## src/rtl/camera_capture_ctrl.sv

```systemverilog
// camera_capture_ctrl
//   Frame-capture sequencer that sits behind the pixel-byte assembler.
//   It arms on request and waits for the next frame start (vsync rise).
//   It then writes each accepted pixel to a linear frame-buffer address,
//   pulses frame_done at the end of the frame and flags any line or frame
//   whose geometry is wrong. Capture can be single-shot or continuous.
//
// Ports
//   clk_pixel_in     clock, all logic on rising edge
//   rst_in           synchronous reset, active low
//   hs_cam_in        hsync, high = active line
//   vs_cam_in        vsync, high = active frame
//   data_in          assembled 16-bit pixel
//   valid_in         1-cycle pixel strobe
//   capture_req_in   arm a capture when idle
//   continuous_in    re-arm automatically after each frame
//   abort_in         return to idle immediately, no frame_done
//   we_out           frame-buffer write enable
//   addr_out         frame-buffer write address
//   pixel_out        frame-buffer write data
//   busy_out         high whenever not idle
//   frame_done_out   1-cycle pulse at end of a captured frame
//   line_err_out     sticky: some line length != H_PIXELS
//   frame_err_out    sticky: line count != V_LINES
//
// State    | meaning
// ---------+----------------------------------------------------
// S_IDLE   | waiting for capture request
// S_ARMED  | waiting for vsync rise; pixels ignored
// S_CAPTURE| writing pixels, tracking line/frame geometry
// S_DONE   | one cycle, frame_done asserted
module camera_capture_ctrl #(
  parameter int H_PIXELS   = 320,
  parameter int V_LINES    = 240,
  parameter int ADDR_WIDTH = 17
) (
  input  logic                  clk_pixel_in,
  input  logic                  rst_in,
  input  logic                  hs_cam_in,
  input  logic                  vs_cam_in,
  input  logic [15:0]           data_in,
  input  logic                  valid_in,
  input  logic                  capture_req_in,
  input  logic                  continuous_in,
  input  logic                  abort_in,
  output logic                  we_out,
  output logic [ADDR_WIDTH-1:0] addr_out,
  output logic [15:0]           pixel_out,
  output logic                  busy_out,
  output logic                  frame_done_out,
  output logic                  line_err_out,
  output logic                  frame_err_out
);

  // hcount saturates at H_PIXELS+1: enough to tell a long line from a good one
  localparam int HCW = $clog2(H_PIXELS + 2);
  localparam int VCW = $clog2(V_LINES + 1);
  localparam logic [HCW-1:0] H_LEN = HCW'(H_PIXELS);
  localparam logic [HCW-1:0] H_SAT = HCW'(H_PIXELS + 1);
  localparam logic [VCW-1:0] V_LEN = VCW'(V_LINES);

  typedef enum logic [1:0] {S_IDLE, S_ARMED, S_CAPTURE, S_DONE} state_t;

  state_t                r_state;
  state_t                w_state_next;
  logic                  r_hs_prev;
  logic                  r_vs_prev;
  logic [HCW-1:0]        r_hcount;
  logic [VCW-1:0]        r_vcount;
  logic [ADDR_WIDTH-1:0] r_addr;
  logic                  r_we;
  logic [ADDR_WIDTH-1:0] r_addr_out;
  logic [15:0]           r_pixel;
  logic                  r_busy;
  logic                  r_frame_done;
  logic                  r_line_err;
  logic                  r_frame_err;

  logic                  w_hs_fall;
  logic                  w_vs_rise;
  logic                  w_vs_fall;
  logic                  w_pix_in;
  logic                  w_pix_ok;
  logic                  w_line_close;
  logic [VCW-1:0]        w_vcount_next;

  assign w_hs_fall     = ~hs_cam_in & r_hs_prev;
  assign w_vs_rise     = vs_cam_in & ~r_vs_prev;
  assign w_vs_fall     = ~vs_cam_in & r_vs_prev;
  assign w_pix_in      = (r_state == S_CAPTURE) & valid_in & hs_cam_in;
  assign w_pix_ok      = w_pix_in & (r_hcount < H_LEN) & (r_vcount < V_LEN);
  // blank lines (hs pulse with no pixels) do not count as lines
  assign w_line_close  = (r_state == S_CAPTURE) & w_hs_fall & (r_hcount != '0);
  assign w_vcount_next = (w_line_close && r_vcount < V_LEN) ? r_vcount + VCW'(1) : r_vcount;

  always_ff @(posedge clk_pixel_in) begin
    if (!rst_in) r_state <= S_IDLE;
    else         r_state <= w_state_next;
  end

  always_comb begin
    w_state_next = r_state;
    if (abort_in) begin
      w_state_next = S_IDLE;
    end else begin
      case (r_state)
        S_IDLE:    if (capture_req_in) w_state_next = S_ARMED;
        S_ARMED:   if (w_vs_rise) w_state_next = S_CAPTURE;
        S_CAPTURE: if (w_vs_fall) w_state_next = S_DONE;
        S_DONE:    w_state_next = continuous_in ? S_ARMED : S_IDLE;
        default:   w_state_next = S_IDLE;
      endcase
    end
  end

  always_ff @(posedge clk_pixel_in) begin
    if (!rst_in) begin
      r_hs_prev    <= 1'b0;
      r_vs_prev    <= 1'b0;
      r_hcount     <= '0;
      r_vcount     <= '0;
      r_addr       <= '0;
      r_we         <= 1'b0;
      r_addr_out   <= '0;
      r_pixel      <= '0;
      r_busy       <= 1'b0;
      r_frame_done <= 1'b0;
      r_line_err   <= 1'b0;
      r_frame_err  <= 1'b0;
    end else begin
      r_hs_prev    <= hs_cam_in;
      r_vs_prev    <= vs_cam_in;
      r_we         <= 1'b0;
      r_busy       <= (w_state_next != S_IDLE);
      r_frame_done <= (w_state_next == S_DONE);
      if (!abort_in) begin
        case (r_state)
          S_IDLE: begin
            if (capture_req_in) begin
              r_line_err  <= 1'b0;
              r_frame_err <= 1'b0;
            end
          end
          S_ARMED: begin
            if (w_vs_rise) begin
              r_hcount <= '0;
              r_vcount <= '0;
              r_addr   <= '0;
            end
          end
          S_CAPTURE: begin
            // a pixel and an hs fall cannot coincide (pixel needs hs high)
            if (w_pix_in && r_hcount != H_SAT) r_hcount <= r_hcount + HCW'(1);
            if (w_pix_ok) begin
              r_we       <= 1'b1;
              r_addr_out <= r_addr;
              r_pixel    <= data_in;
              r_addr     <= r_addr + ADDR_WIDTH'(1);
            end
            if (w_line_close) begin
              if (r_hcount != H_LEN) r_line_err <= 1'b1;
              r_vcount <= w_vcount_next;
              r_hcount <= '0;
              // realign so a short line does not shift the following lines
              r_addr   <= ADDR_WIDTH'(w_vcount_next * H_PIXELS);
            end
            // uses the post-close count so a coincident hs fall is included
            if (w_vs_fall && w_vcount_next != V_LEN) r_frame_err <= 1'b1;
          end
          default: ;
        endcase
      end
    end
  end

  assign we_out         = r_we;
  assign addr_out       = r_addr_out;
  assign pixel_out      = r_pixel;
  assign busy_out       = r_busy;
  assign frame_done_out = r_frame_done;
  assign line_err_out   = r_line_err;
  assign frame_err_out  = r_frame_err;

endmodule

```

## config.mk

```make
export PLATFORM = sky130hd
export DESIGN_NAME = camera_capture_ctrl
export DESIGN_NICKNAME = d
export VERILOG_FILES = /design/src/rtl/camera_capture_ctrl.sv
export SDC_FILE = /design/constraint.sdc
export NUM_CORES = 1
export LEC_CHECK = 0
export CORE_ASPECT_RATIO = 0.8
export CORE_UTILIZATION = 49
export DETAILED_ROUTE_END_ITERATION = 12
export PLACE_DENSITY = 0.84
export SLEW_MARGIN = 20
export SYNTH_ARGS = -nofsm -noshare
export SYNTH_HDL_FRONTEND = slang
export SYNTH_SLANG_ARGS = --single-unit
```

## constraint.sdc

```tcl
create_clock -name clk_pixel_in -period 3.8 [get_ports clk_pixel_in]
set_input_delay 0.57 -clock clk_pixel_in [delete_from_list [all_inputs] [get_ports clk_pixel_in]]
set_output_delay 0.57 -clock clk_pixel_in [all_outputs]
set_load 0.05 [all_outputs]
```

==> results_dict.tcl <==
set metrics [dict create \
    pwr-share-comb 0.056 \
    core-area_um2 8128 \
    crit_chain "inv_2, ha_1, or4b_4, o211ai_4, nor2_4, mux2_4, ha_1, ha_2, fa_2, a211oi_2, o21bai_1, a21oi_1, xor2_1, o21ai_1, a2111oi_2" \
    power.density_nw_per_um2 287.4 \
    gp_congestion 0.9235 \
    avgSynthCellArea_um2 8.239 \
    globalRouteOverflowTotal 0 \
    fin_util 0.6499 \
    yosysWarnings 0 \
    crit_buf_inv 1 \
    p_seq_frac 0.528 \
    worstReg2RegEnd "r_addr[15]" \
    fmax_ghz 0.2700 \
    synthTopCellsByCount "nand2_1 (95), dfxtp_1 (76), a21oi_1 (58), nor2_1 (36), ha_1 (19)" \
    clk_root_buffer_cell "clkbuf_8" \
    hold_buffers 0 \
    worst_path_max_delay_cell "or4b_4" \
    grt_max_degree 37 \
    maxCapViolations 0 \
    drive_above_1_share 0.1368 \
    reg2reg_depth 15 \
    grt_first_pass_wirelength_um 18060 \
    status "completed" \
    skew_ns 0.01602 \
    required_ns 4.06 \
    cpLargestDelayFamily "compound AO/OA/AOI/OAI gates" \
    r2r_setup_slack_ns 0.1 \
    viasPerCell 5.797 \
    area_growth_pct 25.47 \
    place_inst 682 \
    clock_path_buffers 2 \
    report.final.slew_viol_count 0 \
    dieHeight_um 84.91 \
    async_flop_share 0 \
    track_usage 0.2517 \
    clk_latency_ns 0.37 \
    hold_violations 0 \
    cp_max_fo 4 \
    final_antenna_net_count 0 \
    ys_types 70 \
    path_clk_slew_ns 0.09 \
    leakage_nw 1.949 \
    start_util 0.5180 \
    drt_iter0_markers 338 \
    yosysTopAreaCell "dfxtp_1" \
    drc 0 \
    p_sw_mw 0.3737 \
    synth_top_area_frac 0.3614 \
    vias 4058 \
    synth_fp_nets 555 \
    fin_nets 631 \
    tritoncts "built" \
    synth_seq_cells 76 \
    dp.final_hpwl_um 7903 \
    cp.arrival_ns 3.96 \
    rsz0062_at_grt "yes" \
    htree_levels 3 \
    finalWorstSetupSlack_ns 0.09654 \
    antenna_found_initial 0 \
    cpPeakStageDelay_ns 0.52 \
    cp-start-kind "flip-flop" \
    power_switching_share 0.2461 \
    setup_violations 0 \
    crit_start "r_hcount[1]" \
    fin_crit_sh 0.9746 \
    synth_edf_count 0 \
    hp-class "flip-flop to flip-flop" \
    worst-slew-pin-transition_ns 0.8041 \
    place_worst_setup_slack_ns -0.1405 \
    vdd_drop_max_mv 0.2064 \
    netlist_area_um2 4210 \
    cpMostUsedCell "ha_1" \
    die_w_um 105.6 \
    ioPinCount 62 \
    path_depth 15 \
    synth_cells 511 \
    wl_per_cell_um 15.77 \
    numClockSinks 76 \
    critPathKind "flip-flop to flip-flop" \
    layout.cells.non_filler 700 \
    r2r-start "r_hcount[1]" \
    cts_buffers 9 \
    rows 29 \
    clockPowerShare 0.415 \
    dr.pass1.iters 5 \
    critPathCapture "r_addr[15]" \
    max_slew_margin 0.4486 \
    seq_area_frac_synth 0.3614 \
    fill_cells 690 \
    yosys_most_used_dff "dfxtp_1" \
    port_buffers 61 \
    internal_power_mw 1.145 \
    finalCriticalPeriod_ns 3.703 \
    grt_pass1_vias 3770 \
    dieArea_um2 8969 \
    synth.most_common_cell "nand2_1" \
    diodes 0 \
    drt-total-wl_um 11040 \
    worstSetupEndpointType "flip-flop" \
    synth_area_leaders "dfxtp_1 (36%), nand2_1 (8.5%), a21oi_1 (6.9%)" \
]
## state kept, by name, summed over array words and instances, names as in the netlist, 2 cells and up
| register | count |
|---|---|
| r_addr | 17 |
| r_hcount | 9 |
| pixel_out | 16 |
| r_vcount | 8 |
| r_state | 2 |
| addr_out | 17 |
## layer usage
metal,GRT usage,share of wire
met5,0,0
met4,0.08838,0.019
met2,0.3995,0.45
met3,0.07373,0.079
met1,0.3281,0.45
## kinds of logic after synthesis
logic type / count (synthesis) / synth area share
multiplexers: 3 / 0.01129
XOR/XNOR: 25 / 0.05379
AND/OR/NAND/NOR: 216 / 0.2493
AO/OA/AOI/OAI: 133 / 0.2187
flip-flops: 76 / 0.3614
buffers and inverters: 38 / 0.04428
adder cells (fa/ha/maj): 20 / 0.06122
## power by group through the flow
| stage | Sequential (mW) | Combinational [mW] | Clock (mW) |
|---|---|---|---|
| floorplan | 0.824 | 0.0413 | 0 |
| global placement | 0.821 | 0.0820 | 0 |
| detailed placement | 0.821 | 0.0843 | 0 |
| CTS | 0.802 | 0.0852 | 0.641 |
| global route | 0.803 | 0.0925 | 0.678 |
| finish | 0.802 | 0.0858 | 0.630 |
## metrics by stage
step	total power, mW	hold slack [ns]	cell area, µm²	setup TNS (ns)
after floorplan	0.8648	0.4542	4210	0
after global placement	0.9029	0.4411	5035	-0.05089
after detailed placement	0.9055	0.4478	5035	-0.1839
after CTS	1.529	0.4586	5249	0
after global routing	1.573	0.4750	5283	-0.04375
final	1.518	0.4547	5283	0
## cell usage in the layout, fill, tap and decap left out, drive strengths merged, types with 3 or more instances in the layout
cell	n
a211oi	7
a21o	6
a21oi	59
a311oi	6
a31oi	5
a41oi	3
and2	6
and3	14
and4	4
buf	32
clkbuf	9
clkdlybuf4s50	61
clkinv	6
dfxtp	76
ha	19
inv	10
nand2	95
nand2b	3
nand3	17
nand4	7
nor2	39
nor2b	5
nor3	9
o21ai	21
o21bai	3
or3	7
xnor2	9
xor2	16
## final cells by class
| type | instances | area [µm²] | share of cell area |
|---|---|---|---|
| Multi-Input combinational cell | 397 | 2537 | 0.4803 |
| Sequential cell | 76 | 1523 | 0.2883 |
| Tap cell | 108 | 135.1 | 0.02558 |
| Clock buffer | 9 | 123.9 | 0.02345 |
| Clock inverter | 7 | 75.07 | 0.01421 |
| Inverter | 10 | 37.54 | 0.007106 |
| Timing Repair Buffer | 93 | 850.8 | 0.1611 |
## worst min-delay path: stages (launching register included)
cell,delay (ns)
dfxtp_1,0.31
nand2_1,0.05
a21oi_1,0.05
## worst min path at each step
stage                       startpoint            to  slack, ns  cells after the start
after detailed placement   addr_out[5]   addr_out[5]       0.45                      2
after CTS                  addr_out[5]   addr_out[5]       0.46                      2
final                      addr_out[5]   addr_out[5]       0.45                      2
after global routing       addr_out[5]   addr_out[5]       0.47                      2
after global placement    pixel_out[1]  pixel_out[1]       0.44                      2
after floorplan              r_addr[7]   addr_out[7]       0.45                      2
## repair_timing
| action | 4_1_cts | 5_1_grt |
|---|---|---|
| gates resized for setup | 2 | 9 |
| pin swaps | 1 | 3 |
| endpoints found under the setup margin | 1 | 4 |
| endpoints found under the hold margin | 0 | 0 |
| buffers inserted | 1 | 1 |
Power figures use the tool's default switching activity.
